$ cat src/rtl/mem_stage_pkg.sv
// Shared definitions for the memory stage: bus widths, bundle layouts,
// load-op encodings and the MS state encoding.
// Ports: none (package).
package mem_stage_pkg;

  localparam int ES_TO_MS_BUS_WD = 77;
  localparam int MS_TO_WS_BUS_WD = 73;
  localparam int STALL_BUS_WD    = 9;
  localparam int FORWARD_BUS_WD  = 33;

  localparam logic [2:0] LOP_NONE = 3'b000;
  localparam logic [2:0] LOP_LB   = 3'b001;
  localparam logic [2:0] LOP_LBU  = 3'b010;
  localparam logic [2:0] LOP_LH   = 3'b011;
  localparam logic [2:0] LOP_LHU  = 3'b100;
  localparam logic [2:0] LOP_LW   = 3'b101;

  // EX -> MS bundle, MSB first: req[76], load_op[75:73], gr_we[72:69],
  // dest[68:64], alu_result[63:32], pc[31:0].
  typedef struct packed {
    logic        req;
    logic [2:0]  load_op;
    logic [3:0]  gr_we;
    logic [4:0]  dest;
    logic [31:0] alu_result;
    logic [31:0] pc;
  } es_to_ms_t;

  // MS -> WS bundle: gr_we[72:69], dest[68:64], final_result[63:32], pc[31:0].
  typedef struct packed {
    logic [3:0]  gr_we;
    logic [4:0]  dest;
    logic [31:0] final_result;
    logic [31:0] pc;
  } ms_to_ws_t;

  typedef enum logic [1:0] {
    MS_EMPTY = 2'd0,
    MS_WAIT  = 2'd1,
    MS_READY = 2'd2
  } ms_state_e;

  // Encodings 11x are reserved and behave like a non-load.
  function automatic logic is_load(input logic [2:0] op);
    return (op != LOP_NONE) && (op[2:1] != 2'b11);
  endfunction

endpackage

$ cat src/rtl/mem_stage_load_align.sv
// Load data alignment: picks the byte/halfword/word addressed by addr and
// sign- or zero-extends it. Purely combinational, no backpressure.
// Ports: load_op_i (encoding), addr_i (low address bits), raw_i (SRAM word), result_o.
module load_align
  import mem_stage_pkg::*;
(
  input  logic [2:0]  load_op_i,
  input  logic [1:0]  addr_i,
  input  logic [31:0] raw_i,
  output logic [31:0] result_o
);

  logic [7:0]  byte_sel;
  logic [15:0] half_sel;

  always_comb begin
    byte_sel = raw_i[7:0];
    case (addr_i)
      2'd1:    byte_sel = raw_i[15:8];
      2'd2:    byte_sel = raw_i[23:16];
      2'd3:    byte_sel = raw_i[31:24];
      default: byte_sel = raw_i[7:0];
    endcase
  end

  // addr_i[0] is don't-care for halfwords: misalignment is trapped upstream.
  assign half_sel = addr_i[1] ? raw_i[31:16] : raw_i[15:0];

  always_comb begin
    result_o = raw_i;
    case (load_op_i)
      LOP_LB:  result_o = {{24{byte_sel[7]}}, byte_sel};
      LOP_LBU: result_o = {24'b0, byte_sel};
      LOP_LH:  result_o = {{16{half_sel[15]}}, half_sel};
      LOP_LHU: result_o = {16'b0, half_sel};
      default: result_o = raw_i;
    endcase
  end

endmodule

$ cat src/rtl/mem_stage.sv
// Memory-access pipeline stage: holds the EX bundle, waits for the data-SRAM
// response, aligns load data and hands the result to WB.
// Latency 1 cycle for non-memory ops, max(1, data_ok) for memory ops; WB
// backpressure holds the bundle, buffering the response in rbuf if needed.
// Ports: clk/resetn; EX side es_to_ms_valid/es_to_ms_bus/ms_allowin; SRAM side
// data_sram_data_ok/data_sram_rdata; WB side ms_to_ws_valid/ms_to_ws_bus/
// ws_allowin; ID side stall_ms_bus/forward_ms_bus.
module mem_stage
  import mem_stage_pkg::*;
(
  input  logic                       clk,
  input  logic                       resetn,
  output logic                       ms_allowin,
  input  logic                       es_to_ms_valid,
  input  logic [ES_TO_MS_BUS_WD-1:0] es_to_ms_bus,
  input  logic                       data_sram_data_ok,
  input  logic [31:0]                data_sram_rdata,
  input  logic                       ws_allowin,
  output logic                       ms_to_ws_valid,
  output logic [MS_TO_WS_BUS_WD-1:0] ms_to_ws_bus,
  output logic [STALL_BUS_WD-1:0]    stall_ms_bus,
  output logic [FORWARD_BUS_WD-1:0]  forward_ms_bus
);

  ms_state_e   state_q;
  logic        ms_valid_q;
  logic        rbuf_v_q;
  logic [31:0] rbuf_q;
  es_to_ms_t   bus_q;
  es_to_ms_t   es_in;

  logic        data_ok_eff;
  logic        ms_ready_go;
  logic [31:0] raw_data;
  logic [31:0] load_result;
  logic [31:0] final_result;
  ms_to_ws_t   ws_out;

  assign es_in = es_to_ms_t'(es_to_ms_bus);

  // A response only counts while a request is outstanding; stray strobes are dropped.
  assign data_ok_eff = data_sram_data_ok & (state_q == MS_WAIT);

  assign ms_ready_go    = ~bus_q.req | data_ok_eff | rbuf_v_q;
  assign ms_allowin     = ~ms_valid_q | (ms_ready_go & ws_allowin);
  assign ms_to_ws_valid = ms_valid_q & ms_ready_go;

  // Any cycle with ms_allowin=1 either is idle or hands the bundle to WB, so
  // the state is reloaded from the incoming bundle and rbuf is released.
  always_ff @(posedge clk or negedge resetn) begin
    if (!resetn) begin
      state_q    <= MS_EMPTY;
      ms_valid_q <= 1'b0;
      rbuf_v_q   <= 1'b0;
      rbuf_q     <= 32'b0;
      bus_q      <= '0;
    end else if (ms_allowin) begin
      ms_valid_q <= es_to_ms_valid;
      rbuf_v_q   <= 1'b0;
      if (es_to_ms_valid) begin
        bus_q   <= es_in;
        state_q <= es_in.req ? MS_WAIT : MS_READY;
      end else begin
        state_q <= MS_EMPTY;
      end
    end else if (data_ok_eff) begin
      // Response arrived but WB is blocked: hold it until the hand-off.
      state_q  <= MS_READY;
      rbuf_v_q <= 1'b1;
      rbuf_q   <= data_sram_rdata;
    end
  end

  assign raw_data = data_ok_eff ? data_sram_rdata : rbuf_q;

  load_align u_load_align (
    .load_op_i (bus_q.load_op),
    .addr_i    (bus_q.alu_result[1:0]),
    .raw_i     (raw_data),
    .result_o  (load_result)
  );

  // Stores and non-memory ops forward alu_result; store data is discarded.
  assign final_result = is_load(bus_q.load_op) ? load_result : bus_q.alu_result;

  assign ws_out.gr_we        = bus_q.gr_we;
  assign ws_out.dest         = bus_q.dest;
  assign ws_out.final_result = final_result;
  assign ws_out.pc           = bus_q.pc;
  assign ms_to_ws_bus        = ws_out;

  // A pending load keeps gr_we visible on the stall bus but not forwardable.
  assign stall_ms_bus   = {({4{ms_valid_q}} & bus_q.gr_we), bus_q.dest};
  assign forward_ms_bus = {ms_to_ws_valid, final_result};

`ifndef SYNTHESIS
  // A response with nothing outstanding means the SRAM side lost track of requests.
  a_no_stray_data_ok: assert property (
    @(posedge clk) disable iff (!resetn) data_sram_data_ok |-> (state_q == MS_WAIT)
  );
`endif

endmodule

$ cat config.mk
export PLATFORM = sky130hd
export DESIGN_NAME = mem_stage
export DESIGN_NICKNAME = d
export VERILOG_FILES = /design/src/rtl/mem_stage_pkg.sv /design/src/rtl/mem_stage_load_align.sv /design/src/rtl/mem_stage.sv
export SDC_FILE = /design/constraint.sdc
export NUM_CORES = 1
export LEC_CHECK = 0
export BUFFER_PORTS_ARGS = -buffer_cell sky130_fd_sc_hd__buf_2
export CORE_AREA = 2 2 123 125
export DETAILED_ROUTE_END_ITERATION = 10
export DIE_AREA = 0 0 125 127
export PLACE_DENSITY = 0.73
export SKIP_CTS_REPAIR_TIMING = 1
export SLEW_MARGIN = 15
export SYNTH_ARGS = -nofsm -noshare
export SYNTH_HDL_FRONTEND = slang
export SYNTH_SLANG_ARGS = --single-unit
$ cat constraint.sdc
create_clock -name clk -period 2.4 [get_ports clk]
set_input_delay 0.24 -clock clk [delete_from_list [all_inputs] [get_ports clk]]
set_output_delay 0.24 -clock clk [all_outputs]
set_load 0.02 [all_outputs]
==> results by group <==
Floorplanning
  – DIE AREA: 0.0159 mm²
  – Die Width: 125 µm
  – # IOs: 231
  – Initial core utilization: 0.447
  – Row Count: 44
  – Die height: 127 µm
  – Placeable Area: ~0.014 mm²

Logic synthesis
  – FFs w/ async S/R, synth: 1.00
  – Count leader, synth: dfrtp_1
  – Synth Instances: 585
  – Post-synth cell types: 50
  – Synth area leaders: dfrtp_1, mux2_2, buf_4, mux2i_1, mux2_4
  – Synth warn: 0
  – Post-synth EDFFs: 0
  – Sequential cell area fraction in the yosys report: 0.438
  – Seq cells post-synth: approximately 110
  – Avg Cell Area, Syn: ~11 µm²
  – Cell taking the most area after synthesis: dfrtp_1
  – Synthesized area: between 0.006 and 0.007 mm²
  – Post-synth top flop: dfrtp_1
  – Top cells by count, synth: dfrtp_1, buf_4, mux2_2
  – Post-synth top area share: 0.438
  – Syn nets: approximately 700

Setup path
  – Critical Path RT: 2.16 ns
  – Critical path startpoint category: flop
  – Slowest Stage Delay on Critical Path: about 0.57 ns
  – Crit-path cells: and3b_2 -> mux4_2 -> nand2_2 -> o211ai_1 -> buf_4 -> a221oi_2 -> buf_4
  – Crit-path slowest cell: mux4_2
  – Bufs and invs on worst path: 2
  – Top Family by Delay on Critical Path: multiplexers
  – Setup crit end kind: primary output
  – Worst-path maximum fanout: 5
  – Setup CP Type: flop to primary output
  – Most used cell, CP: buf_4
  – Crit path DAT: 2.53 ns

Cells and area
  – FF+latch area: 0.00283 mm²
  – Number of fill cells: 1189
  – Layout Nets: 887
  – Share of cells above drive strength 1: 0.595
  – Area delta synth->final: 36.1%
  – Diodes inserted: 0
  – Multi-input logic area: 0.00312 mm²

Global routing
  – GRT Max-Usage Layer: met2
  – First-pass GRT wire length: between 20000 and 30000 µm
  – Met2 Use GR: 0.342
  – Met3 Usage GRT: 0.0511
  – Number of global-route vias before repair: 5068
  – Gr ovfl total: 0
  – Gr usage total: 0.212
  – Largest net degree at the start of global routing: 49
  – Grt met1 use: 0.278
  – Initial antenna violation count: 0

STA
  – Final setup viols: 64
  – Slew Limit Headroom: 0.407
  – Min Clock Period, post-route: 2.77 ns
  – RSZ-0062 raised after global routing: yes
  – Final Hold Fails: 0
  – Final Max Tran Viols: 0
  – Setup TNS: -18.81 ns
  – Worst Max-Slew Pin Slew: 0.886 ns
  – Final WS setup: -0.366 ns
  – FMAX: 0.361 GHz
  – Fin crit share: 1.15
  – Worst Skew: approximately 0.0045 ns

Clock network
  – TritonCTS Buffers: 17
  – CTS Root Cell: clkbuf_16
  – Clock sink count: 113
  – TritonCTS clock tree: done
  – Clock Pin Slew Worst Setup and Hold Paths: 0.05 ns
  – # H-tree levels: 4
  – Later-pin clock latency in the skew report: 0.42 ns
  – Clock Path Buffers: 2

Route
  – First DRT Iteration DRCs: a little over 300
  – Vias: just over 5000
  – DR pass1 iterations: 7
  – WL per Instance: 18.6 µm
  – Total wire length: ~18000 µm
  – Vias per cell: 5.34
  – Routed Antenna Nets: 0
  – Residual DRC count: 0

Status
  – Failing checks: setup timing
  – Status: finished with violations

Placed design
  – Dpl hpwl: 12500 µm
  – IO buf count: 230
  – Placer Congestion: ~0.89

Run
  – Max cap viols: 0

Worst hold path
  – Hold Path Class: input port to flop
## sequential cells by signal, indices dropped and copies added, names as in the netlist
name	flops
ms_valid_q	1
state_q	2
rbuf_v_q	1
rbuf_q	32
bus_q	36
ms_to_ws_bus	41
## final timing paths
path	cells past startpoint	slack [ns]	end	from
setup / recovery	7	-0.37	forward_ms_bus[14]	state_q[1]
min in group asynchronous	2	0.30	bus_q[58]	resetn
hold reg to reg	2	0.48	rbuf_q[18]	rbuf_q[18]
max in group asynchronous	3	1.42	bus_q[75]	resetn
hold / removal	2	0.05	ms_valid_q	es_to_ms_valid
setup reg to reg	8	0.08	bus_q[41]	state_q[1]
## logic make-up after synthesis
family,after synthesis,synth area share
mux,131,0.238
simple gates,122,0.0853
buf+inv,121,0.128
flops,113,0.438
compound gates,97,0.109
xor+xnor,1,0.00136
## routing by layer
layer / routed length, µm / share of wire / vias up
li1: - / - / 2381
met3: 1310 / 0.073 / 24
met1: 7500 / 0.42 / 2555
met4: 299 / 0.017 / 0
met5: 0 / 0 / -
met2: 8940 / 0.50 / 219
## metrics by stage
stage / area (µm²) / setup slack (ns) / std cells / utilization / hold WS, ns
after global placement: 7510 / 0.0753 / 923 / 0.520 / 0.200
after global routing: 8780 / -0.451 / 970 / 0.609 / 0.0411
final: 8780 / -0.366 / 970 / 0.609 / 0.0471
after detailed placement: 7510 / 0.0341 / 923 / 0.520 / 0.203
after floorplan: 6530 / -0.125 / 585 / - / -0.0556
after CTS: 8130 / -0.424 / 955 / 0.563 / -0.244
## cell usage in the layout (no fill, tap or decap), types with 8 or more instances in the layout
cell type	n
mux2i_1	24
a21oi_1	13
o21ai_0	20
clkbuf_16	19
buf_2	177
buf_12	10
buf_4	65
buf_6	27
mux2_4	19
nor2_1	33
mux2_2	76
dfrtp_1	108
nand2_1	46
nor3_1	8
## area by class of cell
type                            instances  share of cell area
Clock buffer                           20              0.0531
Clock inverter                         12              0.0177
Inverter                                6             0.00256
Multi-Input combinational cell        351               0.355
Sequential cell                       113               0.323
Tap cell                              184              0.0262
Timing Repair Buffer                  284               0.223
Power is left out: the tool's default activity adds up to more than one toggle a clock period on the data nets, which glitch-free logic cannot reach.
